### config.mk
export PLATFORM = sky130hd
export DESIGN_NAME = servo_u2duty_sched
export DESIGN_NICKNAME = d
export VERILOG_FILES = /design/src/rtl/servo_u2duty_sched.sv
export SDC_FILE = /design/constraint.sdc
export NUM_CORES = 1
export LEC_CHECK = 0
export ABC_AREA = 0
export BUFFER_PORTS_ARGS = -buffer_cell sky130_fd_sc_hd__buf_2
export CAP_MARGIN = 40
export CORE_ASPECT_RATIO = 1.25
export CORE_MARGIN = 2
export CORE_UTILIZATION = 59
export CTS_CLUSTER_SIZE = 8
export DETAILED_ROUTE_END_ITERATION = 10
export PLACE_DENSITY_LB_ADDON = 0.05
export SYNTH_ARGS = -nofsm -noshare
export SYNTH_HDL_FRONTEND = slang
export SYNTH_SLANG_ARGS = --single-unit
### constraint.sdc
create_clock -name clk -period 9.4 [get_ports clk]
set_clock_uncertainty 0.05 [all_clocks]
set_input_delay 0.94 -clock clk [delete_from_list [all_inputs] [get_ports clk]]
set_output_delay 0.94 -clock clk [all_outputs]
set_load 0.01 [all_outputs]
### src/rtl/servo_u2duty_sched.sv
// Four-channel servo command to PWM duty scheduler sharing one multiplier across channels.
// Optional deadzone clamp is enabled with the U2DUTY_DEADZONE_EN macro.
module servo_u2duty_sched #(
    parameter int DUTY_WIDTH = 16,
    parameter int DEADZONE   = 2
) (
    input  logic                  clk,
    input  logic                  reset_n,
    input  logic                  sync,
    input  logic [DUTY_WIDTH-2:0] half_period,
    input  logic [DUTY_WIDTH-1:0] u0,
    input  logic [DUTY_WIDTH-1:0] u1,
    input  logic [DUTY_WIDTH-1:0] u2,
    input  logic [DUTY_WIDTH-1:0] u3,
    output logic [DUTY_WIDTH-2:0] duty0,
    output logic [DUTY_WIDTH-2:0] duty1,
    output logic [DUTY_WIDTH-2:0] duty2,
    output logic [DUTY_WIDTH-2:0] duty3,
    output logic [3:0]            direction,
    output logic                  busy,
    output logic                  update,
    output logic                  overrun
);

    localparam int DW = DUTY_WIDTH;
    localparam int HW = DUTY_WIDTH - 1;
    localparam int PW = 2 * DUTY_WIDTH - 1;

    typedef enum logic [1:0] {
        IDLE   = 2'd0,
        CALC   = 2'd1,
        DRAIN  = 2'd2,
        COMMIT = 2'd3
    } state_t;

    // Two's-complement magnitude; the most negative code maps onto itself (0x8000 -> 0x8000).
    function automatic logic [DW-1:0] magnitude(input logic [DW-1:0] val);
        logic [DW-1:0] res;
        if (val[DW-1]) begin
            res = ~val + {{(DW-1){1'b0}}, 1'b1};
        end else begin
            res = val;
        end
        return res;
    endfunction

    state_t          state_q, state_d;
    logic [1:0]      k_q, k_d;
    logic [DW-1:0]   snap_u_q [4];
    logic [DW-1:0]   snap_u_d [4];
    logic [HW-1:0]   snap_hp_q, snap_hp_d;
    logic            pvalid_q, pvalid_d;
    logic [1:0]      pch_q, pch_d;
    logic [HW-1:0]   wb_duty_q, wb_duty_d;
    logic            wb_sign_q, wb_sign_d;
    logic [HW-1:0]   sh_duty_q [4];
    logic [HW-1:0]   sh_duty_d [4];
    logic [3:0]      sh_dir_q, sh_dir_d;
    logic [HW-1:0]   duty_q [4];
    logic [HW-1:0]   duty_d [4];
    logic [3:0]      dir_q, dir_d;
    logic            busy_q, busy_d;
    logic            update_q, update_d;
    logic            overrun_q, overrun_d;

    logic [DW-1:0]   sel_u_s;
    logic [DW-1:0]   mag_s;
    logic [PW-1:0]   prod_s;
    logic [HW-1:0]   wb_final_s;
    logic            unused_prod_s;

    // Shared multiplier datapath: magnitude of the selected snapshot channel times half period.
    always_comb begin
        sel_u_s       = snap_u_q[k_q];
        mag_s         = magnitude(sel_u_s);
        prod_s        = PW'(mag_s) * PW'(snap_hp_q);
        unused_prod_s = ^{prod_s[PW-1], prod_s[DW-2:0]};
    end

    // Write-back value, optionally clamping tiny non-zero duties to zero.
    always_comb begin
`ifdef U2DUTY_DEADZONE_EN
        if ((wb_duty_q != {HW{1'b0}}) && (wb_duty_q < HW'(DEADZONE))) begin
            wb_final_s = {HW{1'b0}};
        end else begin
            wb_final_s = wb_duty_q;
        end
`else
        wb_final_s = wb_duty_q;
`endif
    end

`ifndef U2DUTY_DEADZONE_EN
    localparam int UNUSED_DEADZONE = DEADZONE;
`endif

    // Sequencer: snapshot on sync, issue one channel per cycle, drain, then commit.
    always_comb begin
        state_d   = state_q;
        k_d       = k_q;
        snap_u_d  = snap_u_q;
        snap_hp_d = snap_hp_q;
        pvalid_d  = 1'b0;
        pch_d     = pch_q;
        wb_duty_d = wb_duty_q;
        wb_sign_d = wb_sign_q;
        duty_d    = duty_q;
        dir_d     = dir_q;
        update_d  = 1'b0;
        case (state_q)
            IDLE: begin
                if (sync) begin
                    snap_u_d[0] = u0;
                    snap_u_d[1] = u1;
                    snap_u_d[2] = u2;
                    snap_u_d[3] = u3;
                    snap_hp_d   = half_period;
                    k_d         = 2'd0;
                    state_d     = CALC;
                end else begin
                    state_d     = IDLE;
                end
            end
            CALC: begin
                pvalid_d  = 1'b1;
                pch_d     = k_q;
                wb_duty_d = prod_s[2*DW-3:DW-1];
                wb_sign_d = sel_u_s[DW-1];
                if (k_q == 2'd3) begin
                    k_d     = 2'd0;
                    state_d = DRAIN;
                end else begin
                    k_d     = k_q + 2'd1;
                end
            end
            DRAIN: begin
                state_d = COMMIT;
            end
            COMMIT: begin
                duty_d   = sh_duty_q;
                dir_d    = sh_dir_q;
                update_d = 1'b1;
                state_d  = IDLE;
            end
            default: begin
                state_d = IDLE;
            end
        endcase
    end

    // Pipeline write-back into the shadow bank one cycle after issue.
    always_comb begin
        sh_duty_d = sh_duty_q;
        sh_dir_d  = sh_dir_q;
        if (pvalid_q) begin
            sh_duty_d[pch_q] = wb_final_s;
            sh_dir_d[pch_q]  = wb_sign_q;
        end else begin
            sh_dir_d = sh_dir_q;
        end
    end

    // Status flags; a sync outside IDLE is dropped and flagged on the following cycle.
    always_comb begin
        busy_d = (state_d != IDLE);
        if (sync && (state_q != IDLE)) begin
            overrun_d = 1'b1;
        end else begin
            overrun_d = 1'b0;
        end
    end

    // State and data registers with asynchronous clear.
    always_ff @(posedge clk or negedge reset_n) begin
        if (!reset_n) begin
            state_q   <= IDLE;
            k_q       <= 2'd0;
            snap_hp_q <= {HW{1'b0}};
            pvalid_q  <= 1'b0;
            pch_q     <= 2'd0;
            wb_duty_q <= {HW{1'b0}};
            wb_sign_q <= 1'b0;
            sh_dir_q  <= 4'b0000;
            dir_q     <= 4'b0000;
            busy_q    <= 1'b0;
            update_q  <= 1'b0;
            overrun_q <= 1'b0;
            for (int i = 0; i < 4; i++) begin
                snap_u_q[i]  <= {DW{1'b0}};
                sh_duty_q[i] <= {HW{1'b0}};
                duty_q[i]    <= {HW{1'b0}};
            end
        end else begin
            state_q   <= state_d;
            k_q       <= k_d;
            snap_hp_q <= snap_hp_d;
            pvalid_q  <= pvalid_d;
            pch_q     <= pch_d;
            wb_duty_q <= wb_duty_d;
            wb_sign_q <= wb_sign_d;
            sh_dir_q  <= sh_dir_d;
            dir_q     <= dir_d;
            busy_q    <= busy_d;
            update_q  <= update_d;
            overrun_q <= overrun_d;
            for (int i = 0; i < 4; i++) begin
                snap_u_q[i]  <= snap_u_d[i];
                sh_duty_q[i] <= sh_duty_d[i];
                duty_q[i]    <= duty_d[i];
            end
        end
    end

    assign duty0     = duty_q[0];
    assign duty1     = duty_q[1];
    assign duty2     = duty_q[2];
    assign duty3     = duty_q[3];
    assign direction = dir_q;
    assign busy      = busy_q;
    assign update    = update_q;
    assign overrun   = overrun_q;

endmodule

==> results.yml, run 1 <==
global_routing:
  grt_pass1_vias: 11921
  grt_max_degree: 93
  track_usage: 0.265
  grt_pass1_wl_mm: 61.7
  grt.overflow.total: 0
  antenna_found_initial: 0
drt:
  wl_per_cell_um: 19.2
  dr.max_layer_used: "met4"
  ant_nets: 0
  drt-initial-drc-count: 449
  dr_wl_met3_mm: 1.40
  wl_met2_mm: 19.3
  first_pass_iters: 4
  wl_met1_mm: 15.4
  vias: 10687
  wirelength_mm: 37.2
  vias_per_cell: 5.52
  drc: 0
synth:
  yosysSeqAreaShare: 0.346
  ys_seq_elements: 233
  yosysTopAreaCell: "dfrtp_1"
  yosys.cell_types.count: 52
  synth_ff_type: "dfrtp_1"
  syn_nets: 1772
  synth_cells: 1422
  avgSynthCellArea_um2: 11.9
  yosys_warnings: 0
  ys_top_cells_by_area: "dfrtp_1, fa_1, mux2_2"
  syn_area_um2: 16900
  async_flop_share: 1.00
  synth.top_cell.area_share: 0.346
  synth_edf_count: 0
timing:
  slew_headroom: 0.414
  slew_violations: 0
  grt_setup_unrepaired: "false"
  fin_crit_sh: 0.939
  setup_violations: 0
  max_freq_mhz: 113
  worst_hold_slack_ps: 339
  setup_tns_ps: 0
  period_needed_ps: 8830
  hold_violations: 0
  worstMarginPinSlew_ps: 879
critical_path:
  critical_path.startpoint_type: "flip-flop"
  r2r_slack_ps: 570
  path_class: "flip-flop to flip-flop"
  worstPathArrival_ps: 9220
  crit_path_end_kind: "flip-flop"
  critPathMaxFanout: 15
  cp.required_ps: 9790
clocking:
  clockBufferDepth: 3
  htree_levels: 2
  clkLatencyLatePin_ps: 520
  cts.sinks: 233
  cts_buffers: 35
  cts_root_buf: "clkbuf_16"
  cts_resized: 0
  cts_hold_buf: 0
  tritoncts: "built"
  cts_setup_buffers: 0
  path_clk_slew_ps: 50
run_status:
  outcome: "completed"
place:
  dp_hpwl_mm: 28.0
  place.gp.congestion: 0.861
  dp.cells: 1896
  portBuffers: 148
floorplan:
  die_x_um: 155
  num_io_pins: 149
  die-area_um2: 29900
  start_util: 0.595
  core_um2: 28300
  die_h_um: 193
  core.rowCount: 69
final_layout:
  fin_cells: 1936
  layout_common_cells: "dfrtp_1, inv_1, mux2_2"
  layout-drive-gt1-share: 0.285
  fin_util: 0.675
  nets: 1928
  synthToLayoutAreaGrowth_pct: 13.4
  final_common_cell: "dfrtp_1"
  num-fill-cells: 2253
  antenna_cells: 0
job:
  maxCapViolCount: 0
worst_hold_path:
  hold_class: "input port to async pin"
final timing paths:
check,depth (start not counted),start,endpoint
max,27,k_q[0],wb_duty_q[14]
min,1,reset_n,duty2[5]
max reg2reg,27,k_q[0],wb_duty_q[14]
min reg2reg,1,sh_duty_q[29],duty2[14]
max in group asynchronous,4,reset_n,snap_hp_q[8]
min in group clk,1,sh_duty_q[29],duty2[14]
critical path: stages, from the launching register on:
cell and delay (ps):
dfrtp_1 560, buf_4 330, mux4_1 630, or3_1 420, or4_4 470, o21ai_0 220, xor2_1 160, buf_4 220
nor2b_1 80, fa_1 500, inv_1 60, fa_1 540, inv_1 50, fa_1 480, fa_1 520, fa_1 500
inv_1 60, fa_1 540, inv_1 40, ha_1 320, a211o_1 330, a211oi_1 210, o221ai_1 180, o2111ai_1 330
a21oi_1 160, o31a_1 350, or3_1 370, nand3_2 70
registers in the layout (all words and copies together), names as in the netlist:
| signal | count |
|---|---|
| busy | 1 |
| direction | 4 |
| duty0 | 15 |
| duty1 | 15 |
| duty2 | 15 |
| duty3 | 15 |
| k_q | 2 |
| overrun | 1 |
| pch_q | 2 |
| pvalid_q | 1 |
| sh_dir_q | 4 |
| sh_duty_q | 60 |
| snap_hp_q | 15 |
| snap_u_q | 64 |
| state_q | 2 |
| update | 1 |
| wb_duty_q | 15 |
| wb_sign_q | 1 |
final cells by class:
| cell class | count | area [um^2] | share of cell area |
|---|---|---|---|
| Clock buffer | 36 | 890 | 0.0465 |
| Clock inverter | 4 | 62.6 | 0.00327 |
| Inverter | 210 | 788 | 0.0412 |
| Multi-Input combinational cell | 918 | 10000 | 0.525 |
| Sequential cell | 233 | 5830 | 0.305 |
| Tap cell | 355 | 444 | 0.0232 |
| Timing Repair Buffer | 180 | 1060 | 0.0553 |
per-layer routing:
layer	global-route usage	up-vias
li1	-	4865
met1	0.332	5569
met2	0.473	185
met3	0.0427	68
met4	0.0903	0
met5	0	-
kinds of logic (layout without fill, tap and decap cells):
family | after synthesis | after routing | synth area share
AO/OA/AOI/OAI | 69 | 69 | 0.0274
XOR/XNOR | 29 | 29 | 0.0155
adder cells (fa/ha/maj) | 268 | 268 | 0.278
buffers and inverters | 271 | 430 | 0.0609
flip-flops | 233 | 233 | 0.346
multiplexers | 224 | 224 | 0.162
AND/OR/NAND/NOR | 328 | 328 | 0.110
through the flow:
| stage | setup WS (ps) | area, um^2 |
|---|---|---|
| 5_1_grt | 138 | 19100 |
| 2_1_floorplan | 1010 | 16900 |
| 3_5_place_dp | 654 | 18200 |
| 6_report | 569 | 19100 |
| 3_3_place_gp | 734 | 18000 |
| 4_1_cts | 613 | 19100 |
cells in the mapped netlist (4+ instances only):
| cell | count |
|---|---|
| clkbuf_1 | 56 |
| inv_1 | 209 |
| a211oi_1 | 4 |
| a21o_1 | 9 |
| nor2_1 | 6 |
| fa_1 | 178 |
| mux4_2 | 8 |
| mux4_1 | 8 |
| nand2b_1 | 34 |
| nor2b_1 | 81 |
| a21oi_1 | 9 |
| nand2_1 | 85 |
| xnor2_1 | 20 |
| xor2_1 | 8 |
| and2b_1 | 4 |
| mux2_2 | 207 |
| or3_1 | 6 |
| nand4_1 | 5 |
| ha_1 | 90 |
| dfrtp_1 | 233 |
| o21ai_0 | 22 |
| and2_1 | 77 |
| nand3_1 | 8 |
| o21a_1 | 4 |
Power of run 1 is not shown: default switching activity piles up to over one toggle a cycle in this logic, so the estimate is an artifact.
==> inputs of run 2 (changes only) <==
Settings changed: BUFFER_PORTS_ARGS -buffer_cell sky130_fd_sc_hd__buf_2 to default, DONT_BUFFER_PORTS from default to 1.
==> run 2 against run 1 <==
Sequential cell count is the same. Core utilization is 2.6 points lower. Maximum frequency is 0.97% higher. Global-route usage shrank 0.17 points. Highest routed layer is now met5. Critical path type unchanged.
==> results.yml, run 2 (synthesis gave the netlist of run 1 again) <==
run_status:
  outcome: "completed"
floorplan:
  die_h_um: 193
  num_io_pins: 149
  core.rowCount: 69
  die_x_um: 155
  core_um2: 28300
  start_util: 0.595
  die-area_um2: 29900
clocking:
  tritoncts: "built"
  htree_levels: 2
  cts_buffers: 35
  cts_setup_buffers: 0
  path_clk_slew_ps: 50
  cts.sinks: 233
  clkLatencyLatePin_ps: 520
  clockBufferDepth: 3
  cts_resized: 0
  cts_root_buf: "clkbuf_16"
  cts_hold_buf: 0
place:
  portBuffers: 0
  dp.cells: 1749
  placed_area_um2: 17400
  pre_cts_slack_ps: 503
  place.gp.congestion: 0.891
  dp_hpwl_mm: 28.1
drt:
  drt-initial-drc-count: 495
  wirelength_mm: 37.3
  wl_per_cell_um: 20.9
  ant_nets: 0
  first_pass_iters: 4
  drc: 0
  vias_per_cell: 5.68
  vias: 10170
critical_path:
  cp_slowest_cell: "mux4_1"
  worstPathArrival_ps: 9150
  crit_path_end_kind: "flip-flop"
  cpMostUsedCell: "fa_1"
  crit_family: "adder cells"
  critPathMaxFanout: 15
  path_buf_inv: 6
  cp.required_ps: 9810
  path_class: "flip-flop to flip-flop"
  slowest_delay_ps: 630
  critical_path.startpoint_type: "flip-flop"
final_layout:
  stdcell_area_um2: 18400
  reg_top3: "snap_u_q (64), sh_duty_q (60)"
  layout_common_cells: "dfrtp_1, inv_1, mux2_2"
  layout-drive-gt1-share: 0.212
  synthToLayoutAreaGrowth_pct: 8.99
  largest_reg_flops: 64
  top_register: "snap_u_q"
  nets: 1781
  final_common_cell: "dfrtp_1"
  num-fill-cells: 2216
  fin_cells: 1789
  antenna_cells: 0
timing:
  setup_violations: 0
  setup_tns_ps: 0
  hold_violations: 0
  slew_headroom: 0.433
  setup_slack_ps: 654
  period_needed_ps: 8750
  grt_setup_unrepaired: "false"
  fin_crit_sh: 0.930
  worstMarginPinSlew_ps: 851
  slew_violations: 0
  max_freq_mhz: 114
global_routing:
  track_usage: 0.263
  grt_max_degree: 234
  grt_pass1_wl_mm: 60.6
  antenna_found_initial: 1
  grt.overflow.total: 0
  grt_pass1_vias: 11356
job:
  maxCapViolCount: 0
worst_hold_path:
  hold_class: "input port to async pin"
[run 2: cell count changes in the layout (fill, tap and decap cells not counted), sizes merged]
cell / previous run / this run
clkinvlp: 1 / 0
clkbuf: 36 / 35
bufinv: 0 / 1
clkinv: 3 / 4
buf: 180 / 33
[run 2: worst register-to-register path: stages, from the launching register on]
cell	delay (ps)
dfrtp_2	510
buf_4	280
mux4_1	630
or3_1	400
or4_4	480
o21ai_0	220
xor2_1	160
buf_4	230
nor2b_1	90
fa_1	500
inv_1	50
fa_1	530
inv_1	50
fa_1	490
fa_1	500
fa_1	500
inv_1	60
fa_1	530
inv_1	40
ha_1	320
a211o_1	320
a211oi_1	200
o221ai_1	180
o2111ai_1	360
a21oi_1	170
o31a_1	360
or3_1	380
nand3_2	70
[run 2: metrics by stage]
| step | util | hold WS [ps] |
|---|---|---|
| floorplan | - | 422 |
| global placement | 0.610 | 429 |
| detailed placement | 0.615 | 439 |
| CTS | 0.649 | 49.6 |
| global route | 0.649 | 46.4 |
| finish | 0.649 | 70.8 |
[run 2: area by class of cell]
cell class / count / area (um^2) / share of cell area
multi-input combinational: 918 / 10000 / 0.546
sequential: 233 / 5830 / 0.317
timing repair buffer: 33 / 302 / 0.0164
tap: 355 / 444 / 0.0242
clock buffer: 35 / 876 / 0.0477
inverter: 210 / 788 / 0.0429
clock inverter: 5 / 90.1 / 0.00490
[run 2: final timing paths]
path / startpoint / slack [ps] / to / cells after the start
min: reset_n / 70 / duty2[6] / 0
min reg2reg: sh_duty_q[43] / 440 / sh_duty_q[43] / 1
max in group asynchronous: reset_n / 8700 / k_q[0] / 0
max reg2reg: k_q[0] / 650 / wb_duty_q[14] / 27
max: k_q[0] / 650 / wb_duty_q[14] / 27
min in group clk: sh_duty_q[43] / 440 / sh_duty_q[43] / 1
[run 2: metal layers]
metal  vias to the layer above  global-route usage  routed length, um
met4                         2              0.0914               1120
met5                         -                   0                 12
li1                       4582                   -                  -
met3                        66              0.0456               1420
met2                       187               0.479              20000
met1                      5333               0.319              14800
Power of run 2 is left out for the same reason.
